File: src/rtl/mips_mem_pkg.sv
// Shared definitions for the load/store unit: op-field layout, access-size
// encodings, FSM state type and the misalignment/illegal-size test.
package mips_mem_pkg;

   localparam int OP_STORE = 3;
   localparam int OP_UNS   = 2;

   localparam logic [1:0] SZ_BYTE = 2'd0;
   localparam logic [1:0] SZ_HALF = 2'd1;
   localparam logic [1:0] SZ_WORD = 2'd2;
   localparam logic [1:0] SZ_ILL  = 2'd3;

   typedef enum logic [1:0] {
      ST_IDLE,
      ST_RD,
      ST_WR,
      ST_RESP
   } lsu_state_e;

   function automatic logic isFault(input logic [1:0] size, input logic [1:0] offset);
      return (size == SZ_ILL) ||
             ((size == SZ_HALF) && offset[0]) ||
             ((size == SZ_WORD) && (offset != 2'd0));
   endfunction

endpackage

File: src/rtl/lsu_lane_align.sv
// Big-endian lane steering: extracts a sign/zero-extended byte or halfword
// from a memory word, and merges store data into the addressed lane(s).
module lsu_lane_align
   import mips_mem_pkg::*;
(
   input  logic [31:0] word_i,
   input  logic [1:0]  offset_i,
   input  logic [1:0]  size_i,
   input  logic        uns_i,
   input  logic [31:0] wdata_i,
   output logic [31:0] load_o,
   output logic [31:0] merged_o
);

   logic [4:0]  shift;
   logic [7:0]  byteSel;
   logic [15:0] halfSel;

   // Byte offset 0 lives in the most significant lane, hence the inverted offset.
   assign shift   = {~offset_i, 3'b000};
   assign byteSel = 8'(word_i >> shift);
   assign halfSel = offset_i[1] ? word_i[15:0] : word_i[31:16];

   always_comb begin
      load_o   = word_i;
      merged_o = wdata_i;
      case (size_i)
         SZ_BYTE: begin
            load_o   = {{24{~uns_i & byteSel[7]}}, byteSel};
            merged_o = (word_i & ~(32'h0000_00FF << shift)) |
                       ({24'd0, wdata_i[7:0]} << shift);
         end
         SZ_HALF: begin
            load_o   = {{16{~uns_i & halfSel[15]}}, halfSel};
            merged_o = offset_i[1] ? {word_i[31:16], wdata_i[15:0]}
                                   : {wdata_i[15:0], word_i[15:0]};
         end
         default: begin
            load_o   = word_i;
            merged_o = wdata_i;
         end
      endcase
   end

endmodule

File: src/rtl/load_store_unit.sv
// Load/store unit: turns one CPU load/store into word-aligned req/ack memory
// transactions, with read-modify-write for sub-word stores.
module load_store_unit
   import mips_mem_pkg::*;
#(
   parameter int ADDR_W = 32
) (
   input  logic              clk,
   input  logic              rst_n,
   input  logic              req_valid,
   output logic              req_ready,
   input  logic [3:0]        req_op,
   input  logic [ADDR_W-1:0] req_addr,
   input  logic [31:0]       req_wdata,
   output logic              rsp_valid,
   output logic [31:0]       rsp_rdata,
   output logic              rsp_fault,
   output logic              mem_req,
   output logic              mem_write,
   output logic [ADDR_W-1:0] mem_addr,
   output logic [31:0]       mem_wdata,
   input  logic [31:0]       mem_rdata,
   input  logic              mem_ack
);

   lsu_state_e        state_q, state_d;
   logic              store_q, store_d;
   logic              uns_q, uns_d;
   logic [1:0]        size_q, size_d;
   logic [1:0]        off_q, off_d;
   logic [31:0]       wdata_q, wdata_d;
   logic              fault_q, fault_d;
   logic [31:0]       rdata_q, rdata_d;
   logic              memReq_q, memReq_d;
   logic              memWrite_q, memWrite_d;
   logic [ADDR_W-1:0] memAddr_q, memAddr_d;
   logic [31:0]       memWdata_q, memWdata_d;
   logic [31:0]       loadData;
   logic [31:0]       mergedWord;

   lsu_lane_align u_align (
      .word_i   (mem_rdata),
      .offset_i (off_q),
      .size_i   (size_q),
      .uns_i    (uns_q),
      .wdata_i  (wdata_q),
      .load_o   (loadData),
      .merged_o (mergedWord)
   );

   always_ff @(posedge clk or negedge rst_n) begin
      if (!rst_n) begin
         state_q    <= ST_IDLE;
         store_q    <= 1'b0;
         uns_q      <= 1'b0;
         size_q     <= SZ_BYTE;
         off_q      <= 2'd0;
         wdata_q    <= '0;
         fault_q    <= 1'b0;
         rdata_q    <= '0;
         memReq_q   <= 1'b0;
         memWrite_q <= 1'b0;
         memAddr_q  <= '0;
         memWdata_q <= '0;
      end else begin
         state_q    <= state_d;
         store_q    <= store_d;
         uns_q      <= uns_d;
         size_q     <= size_d;
         off_q      <= off_d;
         wdata_q    <= wdata_d;
         fault_q    <= fault_d;
         rdata_q    <= rdata_d;
         memReq_q   <= memReq_d;
         memWrite_q <= memWrite_d;
         memAddr_q  <= memAddr_d;
         memWdata_q <= memWdata_d;
      end
   end

   // Bus controls are computed one cycle ahead so every memory output is a flop.
   always_comb begin
      state_d    = state_q;
      store_d    = store_q;
      uns_d      = uns_q;
      size_d     = size_q;
      off_d      = off_q;
      wdata_d    = wdata_q;
      fault_d    = fault_q;
      rdata_d    = rdata_q;
      memReq_d   = memReq_q;
      memWrite_d = memWrite_q;
      memAddr_d  = memAddr_q;
      memWdata_d = memWdata_q;
      case (state_q)
         ST_IDLE: begin
            if (req_valid) begin
               store_d = req_op[OP_STORE];
               uns_d   = req_op[OP_UNS];
               size_d  = req_op[1:0];
               off_d   = req_addr[1:0];
               wdata_d = req_wdata;
               fault_d = isFault(req_op[1:0], req_addr[1:0]);
               rdata_d = '0;
               if (isFault(req_op[1:0], req_addr[1:0])) begin
                  state_d = ST_RESP;
               end else begin
                  memReq_d  = 1'b1;
                  memAddr_d = {req_addr[ADDR_W-1:2], 2'b00};
                  if (req_op[OP_STORE] && (req_op[1:0] == SZ_WORD)) begin
                     memWrite_d = 1'b1;
                     memWdata_d = req_wdata;
                     state_d    = ST_WR;
                  end else begin
                     memWrite_d = 1'b0;
                     state_d    = ST_RD;
                  end
               end
            end
         end
         ST_RD: begin
            if (mem_ack) begin
               if (store_q) begin
                  memWrite_d = 1'b1;
                  memWdata_d = mergedWord;
                  state_d    = ST_WR;
               end else begin
                  rdata_d  = loadData;
                  memReq_d = 1'b0;
                  state_d  = ST_RESP;
               end
            end
         end
         ST_WR: begin
            if (mem_ack) begin
               memReq_d   = 1'b0;
               memWrite_d = 1'b0;
               state_d    = ST_RESP;
            end
         end
         default: begin
            state_d = ST_IDLE;
         end
      endcase
   end

   assign req_ready = (state_q == ST_IDLE);
   assign rsp_valid = (state_q == ST_RESP);
   assign rsp_rdata = (state_q == ST_RESP) ? rdata_q : 32'd0;
   assign rsp_fault = (state_q == ST_RESP) && fault_q;
   assign mem_req   = memReq_q;
   assign mem_write = memWrite_q;
   assign mem_addr  = memAddr_q;
   assign mem_wdata = memWdata_q;

endmodule

File: config.mk
export PLATFORM = sky130hd
export DESIGN_NAME = load_store_unit
export DESIGN_NICKNAME = d
export VERILOG_FILES = /design/src/rtl/mips_mem_pkg.sv /design/src/rtl/lsu_lane_align.sv /design/src/rtl/load_store_unit.sv
export SDC_FILE = /design/constraint.sdc
export NUM_CORES = 1
export LEC_CHECK = 0
export CAP_MARGIN = 30
export CORE_UTILIZATION = 43
export CTS_BUF_LIST = sky130_fd_sc_hd__clkbuf_16
export DETAILED_ROUTE_END_ITERATION = 8
export GPL_TIMING_DRIVEN = 0
export HOLD_SLACK_MARGIN = 0.05
export PLACE_DENSITY_LB_ADDON = 0.1
export SYNTH_ARGS = -nofsm -noshare
export SYNTH_HDL_FRONTEND = slang
export SYNTH_SLANG_ARGS = --single-unit
File: constraint.sdc
create_clock -name clk -period 2.3 [get_ports clk]
set_input_delay 0.46 -clock clk [delete_from_list [all_inputs] [get_ports clk]]
set_output_delay 0.46 -clock clk [all_outputs]
set_load 0.02 [all_outputs]
==> flow_metrics.env <==
export IMPL_result_of_the_run="finished clean"
export IMPL_netlist_cell_type_count=46
export IMPL_asyncSetResetFlopFracSynth_pct=100.0
export IMPL_detail_route_drc_violations=0
export IMPL_design_die_area_um2=16970
export IMPL_finalNetCount=966
export IMPL_multi_input_comb_area_um2=3431
export IMPL_worst_pin_slew_ps=669.1
export IMPL_avgSynthCellArea_um2=11.30
export IMPL_place_gp_congestion=0.8844
export IMPL_worst_setup_path_end_kind="flip-flop"
export IMPL_clkTransAtPathRegs_ps=60
export IMPL_detailed_place_hpwl_mm=17.26
export IMPL_vias_per_cell=5.688
export IMPL_ys_ff_latch=137
export IMPL_p_int_mw=8.801
export IMPL_wire_length_of_the_first_global_routing_pass_mm=35.10
export IMPL_port_buffers=202
export IMPL_max_slew_margin_rel_pct=55.39
export IMPL_cp_required_ps=2610
export IMPL_setup_slack_ps=15.49
export IMPL_grt_antenna_before_repair=0
export IMPL_synth_enable_flop_cells=0
export IMPL_p_total_mw=14.72
export IMPL_maxCapViolCount=0
export IMPL_fmax_mhz=437.7
export IMPL_netlist_top_cell_by_area="sky130_fd_sc_hd__dfrtp_1"
export IMPL_worst_path_largest_cell_delay_ps=410
export IMPL_critPathSlowestCell="sky130_fd_sc_hd__clkbuf_1"
export IMPL_layout_drive_gt1_share_pct=22.96
export IMPL_crit_path_frequent_cell="sky130_fd_sc_hd__buf_2"
export IMPL_cts_buffer_depth=2
export IMPL_report_final_slew_viol_count=0
export IMPL_synth_yosys_warnings=0
export IMPL_timing_worst_setup_path_type="flip-flop to flip-flop"
export IMPL_yosysMostFrequentCell="sky130_fd_sc_hd__dfrtp_1"
export IMPL_shortest_period_the_worst_path_allows_ps=2285
export IMPL_boundaryPins=205
export IMPL_ant_nets=0
export IMPL_core_area_um2=15940
export IMPL_synth_top_cells_by_area="sky130_fd_sc_hd__dfrtp_1, sky130_fd_sc_hd__mux2_2, sky130_fd_sc_hd__a32o_1, sky130_fd_sc_hd__mux2i_1, sky130_fd_sc_hd__and2_1"
export IMPL_clkPwrFrac_pct=17.4
export IMPL_ys_flop_type="sky130_fd_sc_hd__dfrtp_1"
export IMPL_grt_max_degree=102
export IMPL_standby_leakage_power_nw=4.375
export IMPL_critPathLaunchType="flip-flop"
export IMPL_combinationalPowerShare_pct=53.8
export IMPL_floorplan_initialDensity_pct=44.37
export IMPL_final_setup_tns_ps=0
export IMPL_synthCells=626
export IMPL_syn_to_final_growth_pct=43.07
export IMPL_pwr_density_cell_nw_per_um2=1455
export IMPL_synth_top_area_share_pct=48.47
export IMPL_wl_per_cell_um=21.07
export IMPL_final_hold_slack_ps=488.9
export IMPL_timing_clock_skew_ps=8.968
export IMPL_fin_crit_sh_pct=99.33
export IMPL_p_sw_mw=5.922
export IMPL_placedInstanceArea_um2=9398
export IMPL_layout_filler_cells=1321
export IMPL_cell_chain_critical_path="buf_2 > clkbuf_1 > o21bai_1 > buf_2 > mux2i_1 > a21oi_1 > mux2_4"
export IMPL_peak_supply_drop_mv=0.7451
export IMPL_ctsRootBufferMaster="sky130_fd_sc_hd__clkbuf_16"
export IMPL_yosysSeqAreaShare_pct=48.47
export IMPL_h_tree_depth=4
export IMPL_total_iterations_of_the_first_detailed_routing_run=7
export IMPL_grt_setup_unrepaired="true"
export IMPL_wirelength_mm=22.90
export IMPL_fp_dieW_um=130.3
export IMPL_detailroute_via_count=6183
export IMPL_cts_sink_count=137
export IMPL_final_seq_area_um2=3428
export IMPL_grt_remaining_overflow=0
export IMPL_synthTopCellsByCount="sky130_fd_sc_hd__dfrtp_1, sky130_fd_sc_hd__mux2_2, sky130_fd_sc_hd__clkbuf_1"
export IMPL_die_height_um=130.3
export IMPL_insertedDiodeCount=0
export IMPL_p_seq_share_pct=28.8
export IMPL_syn_cell_area_um2=7073
export IMPL_placement_setup_worst_slack_ps=-490.7
export IMPL_num_rows=46
export IMPL_critical_path_arrival_ps=2590
export IMPL_switching_share_pct=40.22
export IMPL_cp_max_fo=10
export IMPL_cts_tree="built"
export IMPL_number_of_global_route_vias_before_repair=6289
export IMPL_hold_violations=0
export IMPL_clock_latency_ps=420
export IMPL_class_of_the_worst_hold_path="flip-flop to flip-flop"
export IMPL_tritoncts_num_buffers=17
export IMPL_dr_first_iter_drc_count=402
export IMPL_final_design_area_no_fill_um2=10120
export IMPL_groute_usage_overall_pct=27.92
export IMPL_setup_violations=0
registers in the layout (all words and copies together), names as in the netlist:
signal,count
mem_wdata,32
rdata_q,32
wdata_q,32
mem_addr,30
off_q,2
size_q,2
state_q,2
fault_q,1
mem_req,1
mem_write,1
store_q,1
uns_q,1
worst paths after layout:
kind | from | to | slack, ps | cells after the start
hold reg to reg | rdata_q[3] | rdata_q[3] | 490 | 1
hold / removal | rdata_q[3] | rdata_q[3] | 490 | 1
setup reg to reg | off_q[1] | mem_wdata[22] | 20 | 7
setup / recovery | off_q[1] | mem_wdata[22] | 20 | 7
min in group asynchronous | rst_n | mem_wdata[20] | 500 | 2
max in group asynchronous | rst_n | wdata_q[2] | 960 | 3
layout by cell type (no fill, tap or decap), types with 11 or more instances in the layout:
| cell | count |
|---|---|
| sky130_fd_sc_hd__and2_1 | 33 |
| sky130_fd_sc_hd__nand2_1 | 28 |
| sky130_fd_sc_hd__buf_4 | 15 |
| sky130_fd_sc_hd__nor2_1 | 26 |
| sky130_fd_sc_hd__a32o_1 | 33 |
| sky130_fd_sc_hd__clkdlybuf4s50_1 | 167 |
| sky130_fd_sc_hd__mux2i_1 | 31 |
| sky130_fd_sc_hd__o22ai_1 | 16 |
| sky130_fd_sc_hd__clkbuf_16 | 18 |
| sky130_fd_sc_hd__nand2b_1 | 17 |
| sky130_fd_sc_hd__nor4_1 | 20 |
| sky130_fd_sc_hd__o21ai_0 | 20 |
| sky130_fd_sc_hd__nor2b_1 | 12 |
| sky130_fd_sc_hd__dfrtp_1 | 137 |
| sky130_fd_sc_hd__clkbuf_2 | 12 |
| sky130_fd_sc_hd__clkbuf_1 | 15 |
| sky130_fd_sc_hd__a221oi_1 | 11 |
| sky130_fd_sc_hd__inv_1 | 11 |
| sky130_fd_sc_hd__buf_2 | 27 |
| sky130_fd_sc_hd__mux2_2 | 72 |
| sky130_fd_sc_hd__a221o_1 | 15 |
| sky130_fd_sc_hd__clkdlybuf4s15_2 | 15 |
| sky130_fd_sc_hd__a22oi_1 | 17 |
metal layers:
metal / GRT usage [%] / wire, µm / vias to the layer above
li1: - / - / 2829
met1: 34.94 / 9643 / 3022
met2: 45.99 / 10850 / 279
met3: 7.011 / 1742 / 53
met4: 11.63 / 659 / 0
met5: 0 / 0 / -
logic make-up (layout without fill, tap and decap cells):
group                      count (synthesis)  count (layout)  share of synthesized area (%)
and+or+nand+nor                          150             150                          11.66
other                                      1               2                        0.05302
DFF                                      137             137                          48.47
AOI/OAI and AO/OA                        156             156                          17.48
adders and majority gates                  4               4                         0.7076
muxes                                    111             111                          17.58
buffers and inverters                     67             311                          4.051
worst max-delay path: cells and delay by family (launching register included):
family                 cells  cell delay, ps
buffers and inverters      3             910
multiplexers               2             650
flip-flops                 1             310
AO/OA/AOI/OAI              2             310
timing repair:
| item | 4_1_cts | 5_1_grt |
|---|---|---|
| endpoints found under the hold margin | 36 | 0 |
| resized for setup | 123 | 57 |
| gates cloned | 0 | 1 |
| hold buffers | 1 | 0 |
| buffers inserted | 1 | 8 |
| pin swaps | 0 | 3 |
| setup endpoints to repair | 143 | 100 |
through the flow:
stage,std cells,utilization [%]
after detailed placement,1046,58.95
after global placement,1045,58.77
after global routing,1087,63.48
final,1087,63.48
after floorplan,627,-
after CTS,1079,63.06
final cells by class:
class,instances,area share (%)
multi-input cells,423,33.90
flip-flops and latches,137,33.88
repair buffers,214,20.67
clock buffers,17,4.204
plain buffers,54,3.066
well taps,216,2.671
clock inverters,15,1.175
inverters,11,0.4327
power by group through the flow:
stage | combinational (mW) | clock, mW | sequential, mW
after floorplan | 4.08 | 0 | 4.72
after global placement | 7.31 | 0 | 4.21
after detailed placement | 7.46 | 0 | 4.24
after CTS | 7.59 | 2.61 | 4.22
after global routing | 8.46 | 2.71 | 4.36
final | 7.92 | 2.56 | 4.24
Power figures use the tool's default switching activity.
